$ cat config.mk
export PLATFORM = sky130hd
export DESIGN_NAME = pipe_hazard_ctrl
export DESIGN_NICKNAME = d
export VERILOG_FILES = /design/src/rtl/pipe_hazard_ctrl.sv
export SDC_FILE = /design/constraint.sdc
export NUM_CORES = 1
export LEC_CHECK = 0
export ABC_AREA = 1
export ABC_CLOCK_PERIOD_IN_PS = 2100
export CAP_MARGIN = 20
export CORE_MARGIN = 5
export CORE_UTILIZATION = 30
export CTS_CLUSTER_SIZE = 8
export DETAILED_ROUTE_END_ITERATION = 7
export GPL_ROUTABILITY_DRIVEN = 0
export PLACE_DENSITY_LB_ADDON = 0.3
export SLEW_MARGIN = 30
export SYNTH_ARGS = -nofsm -noshare
export SYNTH_HDL_FRONTEND = slang
export SYNTH_SLANG_ARGS = --single-unit
$ cat constraint.sdc
create_clock -name clk -period 2.1 [get_ports clk]
set_input_delay 0.42 -clock clk [delete_from_list [all_inputs] [get_ports clk]]
set_output_delay 0.42 -clock clk [all_outputs]
set_load 0.005 [all_outputs]
$ cat src/rtl/pipe_hazard_ctrl.sv
// Run/stall/flush controller for the five-stage pipeline: a two-entry EX/MEM
// destination scoreboard drives RAW stalls, taken branches squash IF/ID and ID.
module pipe_hazard_ctrl #(
    parameter int REG_BITS = 4,
    parameter int CNT_BITS = 16
) (
    input  logic                clk,
    input  logic                rst_n,
    input  logic                start,
    input  logic                id_valid,
    input  logic [REG_BITS-1:0] id_rs,
    input  logic [REG_BITS-1:0] id_rt,
    input  logic                id_use_rs,
    input  logic                id_use_rt,
    input  logic                id_we,
    input  logic [REG_BITS-1:0] id_rd,
    input  logic                ex_branch_taken,
    input  logic                if_end,
    output logic                pc_en,
    output logic                ifid_en,
    output logic                ifid_flush,
    output logic                idex_bubble,
    output logic                busy,
    output logic                done,
    output logic [CNT_BITS-1:0] stall_cnt
);

    // state | meaning
    // IDLE  | out of reset, waiting for start
    // RUN   | fetching and issuing
    // DRAIN | fetch stopped, in-flight instructions retiring
    // HALT  | program complete, pipeline empty
    localparam logic [1:0] IDLE  = 2'd0;
    localparam logic [1:0] RUN   = 2'd1;
    localparam logic [1:0] DRAIN = 2'd2;
    localparam logic [1:0] HALT  = 2'd3;

    logic [1:0]          state;
    logic [1:0]          stateNext;
    logic                exValid;
    logic                memValid;
    logic [REG_BITS-1:0] exRd;
    logic [REG_BITS-1:0] memRd;
    logic [CNT_BITS-1:0] stallCnt;
    logic                active;
    logic                rsMatch;
    logic                rtMatch;
    logic                hazard;
    logic                issueWrite;
    logic                startAccept;
    logic                sbEmpty;
    logic                countStall;

    assign active = (state == RUN) || (state == DRAIN);

    // r0 is hard-wired zero, so a pending write to it never blocks a reader.
    assign rsMatch = (id_rs != '0) &&
                     ((exValid && (exRd == id_rs)) || (memValid && (memRd == id_rs)));
    assign rtMatch = (id_rt != '0) &&
                     ((exValid && (exRd == id_rt)) || (memValid && (memRd == id_rt)));

    assign hazard      = active && id_valid &&
                         ((id_use_rs && rsMatch) || (id_use_rt && rtMatch));
    assign issueWrite  = id_valid && id_we && !hazard && !ex_branch_taken;
    assign startAccept = !active && start;
    assign sbEmpty     = !exValid && !memValid;
    assign countStall  = active && hazard && !ex_branch_taken;

    always_comb begin
        stateNext = state;
        case (state)
            IDLE, HALT: if (start) stateNext = RUN;
            RUN:        if (if_end) stateNext = DRAIN;
            DRAIN:      if (sbEmpty && !id_valid) stateNext = HALT;
            default:    stateNext = IDLE;
        endcase
    end

    always_ff @(posedge clk or negedge rst_n) begin
        if (!rst_n) begin
            state <= IDLE;
        end else begin
            state <= stateNext;
        end
    end

    // WB is not tracked: the register file writes before ID reads.
    always_ff @(posedge clk or negedge rst_n) begin
        if (!rst_n) begin
            exValid  <= 1'b0;
            exRd     <= '0;
            memValid <= 1'b0;
            memRd    <= '0;
        end else if (!active) begin
            exValid  <= 1'b0;
            exRd     <= '0;
            memValid <= 1'b0;
            memRd    <= '0;
        end else begin
            memValid <= exValid;
            memRd    <= exRd;
            exValid  <= issueWrite;
            exRd     <= id_rd;
        end
    end

    always_ff @(posedge clk or negedge rst_n) begin
        if (!rst_n) begin
            stallCnt <= '0;
        end else if (startAccept) begin
            stallCnt <= '0;
        end else if (countStall && (stallCnt != '1)) begin
            stallCnt <= stallCnt + {{(CNT_BITS-1){1'b0}}, 1'b1};
        end
    end

    // Branch beats hazard: the stalled ID instruction is squashed anyway.
    always_comb begin
        pc_en       = 1'b0;
        ifid_en     = 1'b0;
        ifid_flush  = 1'b1;
        idex_bubble = 1'b1;
        if (active) begin
            if (ex_branch_taken) begin
                pc_en       = (state == RUN);
                ifid_en     = 1'b1;
                ifid_flush  = 1'b1;
                idex_bubble = 1'b1;
            end else if (hazard) begin
                pc_en       = 1'b0;
                ifid_en     = 1'b0;
                ifid_flush  = 1'b0;
                idex_bubble = 1'b1;
            end else begin
                pc_en       = (state == RUN);
                ifid_en     = 1'b1;
                ifid_flush  = (state == DRAIN);
                idex_bubble = 1'b0;
            end
        end
    end

    assign busy      = active;
    assign done      = (state == HALT);
    assign stall_cnt = stallCnt;

endmodule

* Word-level counts from Yosys, hierarchy flattened *
Index checks and enable logic that the tools add are counted.

word-level totals
  memory bits (read-only) = 0
  output and inout port bits = 22
  latch bits = 0
  memories kept = 0
  bits in registers = 28
  RAM bits = 0

operators by class
  shift-type cells = 0
  $mul = 0
  muxes and demuxes = 22
  bitwise logic cells = 0
  reductions and logical operators = 35
  divide/modulo/power cells = 0
  eq/ne operators = 11
  order comparisons = 0
  add/sub/neg operators = 1

operator list
  cell                                                             count
  16-bit two-way mux                                               2
  1-bit logical AND                                                19
  16-bit by 1-bit adder with 16-bit output, second input constant  1
  4-bit == test                                                    4
  16-bit != test, second input constant                            1
  1-bit two-way mux                                                14
  4-bit two-way mux                                                2
  4-bit nonzero test                                               2
  1-bit zero test                                                  6
  2-bit two-way mux                                                3
  2-bit one-hot mux with 3 select lines                            1
  2-bit == test, second input constant                             2
  1-bit logical OR                                                 4
  2-bit != test, second input constant                             2
  3-bit AND reduction                                              1
  2-bit by 1-bit == test with 1-bit output, second input constant  1
  2-bit zero test                                                  1
  2-bit by 1-bit != test with 1-bit output, second input constant  1
  2-bit nonzero test                                               1
  2-bit OR reduction                                               1

* Depth between registers and ports, before layout *
  word-level depth = 12
  gate-level depth with buffers = 13
  depth with buffers taken out = 13

* Least setup slack after synthesis *
OpenSTA, ideal clock, no wires.

  path type = register -> output
  start point = reg state[0]
  end point = out pc_en
  setup slack = 0.342 ns
  path buffers = 0
  cell stages (with the launch flop) = 9
  arrival time = 1.338 ns
  cell sequence = dfrtp_1 > inv_1 > ha_1 > nor2_1 > nand2_1 > nor2_1 > inv_1 > nand2_1 > nor2_1

between the ends
  word-level cells in the longest chain between the ends = 7
  elaborated cells between the ends (all ways) = 8

ends and longest elaborated chain
  what                                                                              RTL line      text
  start: declaration                                                                38            logic [1:0] state;
  start signal: assignment                                                          83            state <= stateNext;
  2-bit by 1-bit == test with 1-bit output / 2-bit == test (equally long branches)  54, 125, 135
  1-bit logical OR                                                                  54            assign active = (state == RUN) || (state == DRAIN);
  1-bit logical AND (2 in series)                                                   62            assign hazard = active && id_valid &&
  1-bit two-way mux                                                                 129           end else if (hazard) begin
  1-bit two-way mux                                                                 124           if (ex_branch_taken) begin
  1-bit two-way mux (*)                                                             123           if (active) begin
  end: declaration                                                                  19            output logic pc_en,

Mark *: on every way between the ends. The rest lies on a longest branch, timed or not.

* Final worst setup path *
  start point = reg exRd[2]
  end point = out pc_en

between the ends
  word-level cells in the longest chain between the ends = 10
  elaborated cells between the ends (all ways) = 15

ends and longest elaborated chain
  what                                  RTL line  text
  start: declaration                    42        logic [REG_BITS-1:0] exRd;
  start signal: assignment              103       exRd <= id_rd;
  4-bit == test (on tied branches)      58, 60
  1-bit logical AND (on tied branches)  58, 60
  1-bit logical OR (on tied branches)   58, 60
  1-bit logical AND (on tied branches)  57, 59
  1-bit logical AND                     63        ((id_use_rs && rsMatch) || (id_use_rt && rtMatch));
  1-bit logical OR (*)                  63
  1-bit logical AND (*)                 62
  1-bit two-way mux (*)                 129
  1-bit two-way mux (*)                 124
  1-bit two-way mux (*)                 123

Marked as above.

==> out/qor.csv <==
metric,value,unit
r2r endpoint,stall_cnt[14]$_DFFE_PN0P_,
# fillers,656,
detailed-route wire length per cell,12.1,µm
Crit. End Element,output pin,
peak supply drop,502,µV
Max clock buf depth,2,
clk root buf,clkbuf_8,
M2 GR Usage,22.4,%
worst setup margin,-0.0746,ns
Initial Util,30.4,%
GRT met1 Usage,16.8,%
violated checks,negative setup slack,
Die Wd,89.8,µm
Setup CP Type,register to output pin,
post-route antenna net violation count,0,
DRT Pass-1 Iters,4,
crit path DAT,1.75,ns
total wire length,5.18,mm
most common cell in the netlist,nand2_1,
"Clk Latency, worst-skew pair",0.28,ns
Post-Syn Instances,285,
prevailing post-synth register cell,dfrtp_1,
Final Skew,0.00662,ns
total grt overflow,0,
"EDFF count, synth",0,
area taken by multi-input logic gates,1070,µm²
unrepaired setup endpoints after global routing,yes,
pre-CTS setup slack,-0.693,ns
max frequency,460,MHz
Syn Area/Cell,6.70,µm²
layout cells sized above 1,16.2,%
post-synth top area cell,dfrtp_1,
Final #Nets,377,
routed vias,1996,
Setup Total Neg Slack,-0.181,ns
first-pass GRT wire length,9.08,mm
initial antenna violation count,0,
Period minus WS final,2.17,ns
Worst Reg-to-Reg Cells,8,
Synth area leaders,"dfrtp_1, nand2_1, nor2_1",
M3 GR Usage,3.92,%
row cnt,29,
Max Cap Viol,0,
vias per std cell,4.66,
Initial DRC Count,82,
"FF+latch count, synth",28,
period utilization,104,%
syn_nets,310,
yosys synthesis warning count,0,
area grow syn2layout,40.2,%
register area,701,µm²
register area share after synthesis,36.7,%
Final Slew Violations,0,
largest net degree at the start of global routing,29,
ant diodes,0,
post-synth cell types,29,
post-synthesis async set-or-reset flop share,100,%
crit start category,register,
worst relative slew slack,70.1,%
DRC Markers,0,
Die Y,89.8,µm
vias in the first global route,1994,
Global Route Usage Sum,13.1,%
Num CTS Buffers,3,
Port Buffers,42,
CTS tree,built,
status,"finished, violations left",
busiest grt layer,met2,
Power Density,879,nW/µm²
RR Startpoint,stall_cnt[1]$_DFFE_PN0P_,
Synth top area share,36.7,%
clock sink total,28,
die area,8060,µm²
leakage power,1.33,nW
# hold bufs at CTS,0,
core footprint,6280,µm²
worst-margin pin slew,0.447,ns
H-tree depth,1,
R2R Setup Slk,0.26,ns
Commonest cells post-synth,"nand2_1, nor2_1, inv_1, dfrtp_1, nand3_1",
mapped cell area,1910,µm²
worst hold path class,input port to async pin,
Final Hold Fails,0,
final setup fails,3,
dpl hpwl,3.77,mm
Critical Path RT,1.68,ns
critical-path maximum fanout,3,
num ports,43,
"CTS clk-pin slew, worst paths",0.10,ns
==> metal layers <==
metal  up-vias  wire length [µm]
met5         -                 0
met4         0                20
met3         2               264
met2        38              2460
met1       929              2440
li1       1027                 -
==> worst max-delay path, stage by stage (launching register included) <==
cell and delay (ns):
dfrtp_1 0.42, buf_4 0.15, xnor2_2 0.15, nand3_1 0.10, nand2_1 0.07, nand2_1 0.05
nand2_2 0.08, nand2_2 0.06, nor2_2 0.11, inv_1 0.06, nand2_2 0.06, nor2_1 0.04
buf_2 0.12
==> state kept, by name, indices dropped and copies added, names as in the netlist <==
name and cells:
exValid 1, memValid 1, state 2, exRd 4
stall_cnt 16, memRd 4
==> power by group <==
group          internal, mW  switching [mW]
registers             0.642          0.0795
logic                 0.540           0.657
clock network         0.255           0.180
==> layout by cell type, fill, tap and decap left out, drive strengths merged <==
cell type and count:
clkdlybuf4s15 2, a21boi 1, nor2 44, a311oi 1, a21oi 5, nand4 5, dlygate4sd2 7, o21ai 6
buf 29, clkdlybuf4s50 29, nor3 5, nand3 27, nand3b 3, xor2 7, xnor2 3, nand2 97
dfrtp 28, clkbuf 3, o221ai 1, o31ai 1, o21a 1, nor3b 1, inv 37, nor4 1
bufinv 1, or2 2, ha 4
==> worst max-delay path by stage <==
stage / start / endpoint / slack (ns) / cells past startpoint
after floorplan: state[0]$_DFFE_PN0P_ / pc_en / 0.34 / 8
after global placement: id_rs[2] / pc_en / -0.66 / 15
after detailed placement: id_rs[1] / pc_en / -0.69 / 15
after CTS: exRd[2]$_DFF_PN0_ / pc_en / -0.08 / 14
after global routing: memRd[2]$_DFF_PN0_ / ifid_en / -0.22 / 14
final: exRd[2]$_DFF_PN0_ / pc_en / -0.07 / 12
==> per-stage QoR <==
step / cell area, µm² / total power, mW / hold WS, ns / instances / utilization [%]
6_report: 2680 / 2.35 / 0.509 / 428 / 42.7
5_1_grt: 2680 / 2.56 / 0.539 / 428 / 42.7
4_1_cts: 2650 / 2.38 / 0.519 / 426 / 42.2
3_5_place_dp: 2550 / 1.90 / 0.578 / 419 / 40.7
3_3_place_gp: 2550 / 1.89 / 0.557 / 419 / 40.7
2_1_floorplan: 1910 / 1.33 / 0.124 / 285 / -
==> area by class of cell <==
class | count | share of cell area [%]
multi-input combinational | 215 | 40.0
sequential | 28 | 26.2
timing repair buffer | 67 | 22.4
inverter | 37 | 5.19
tap | 77 | 3.60
clock buffer | 3 | 1.54
clock inverter | 1 | 1.12
==> cells by family after synthesis <==
| kind of cell | synth area share [%] |
|---|---|
| compound gates | 4.98 |
| xor+xnor | 4.59 |
| fa+ha+maj | 2.62 |
| buf+inv | 9.04 |
| flops | 36.7 |
| simple gates | 42.1 |
==> repair_timing <==
item	in CTS	in global routing
setup buffers	3	2
endpoints found under the setup margin	5	4
pin swaps	6	4
cloned	0	0
resized for setup	39	4
Note: power is estimated with default switching activity, not from simulation.
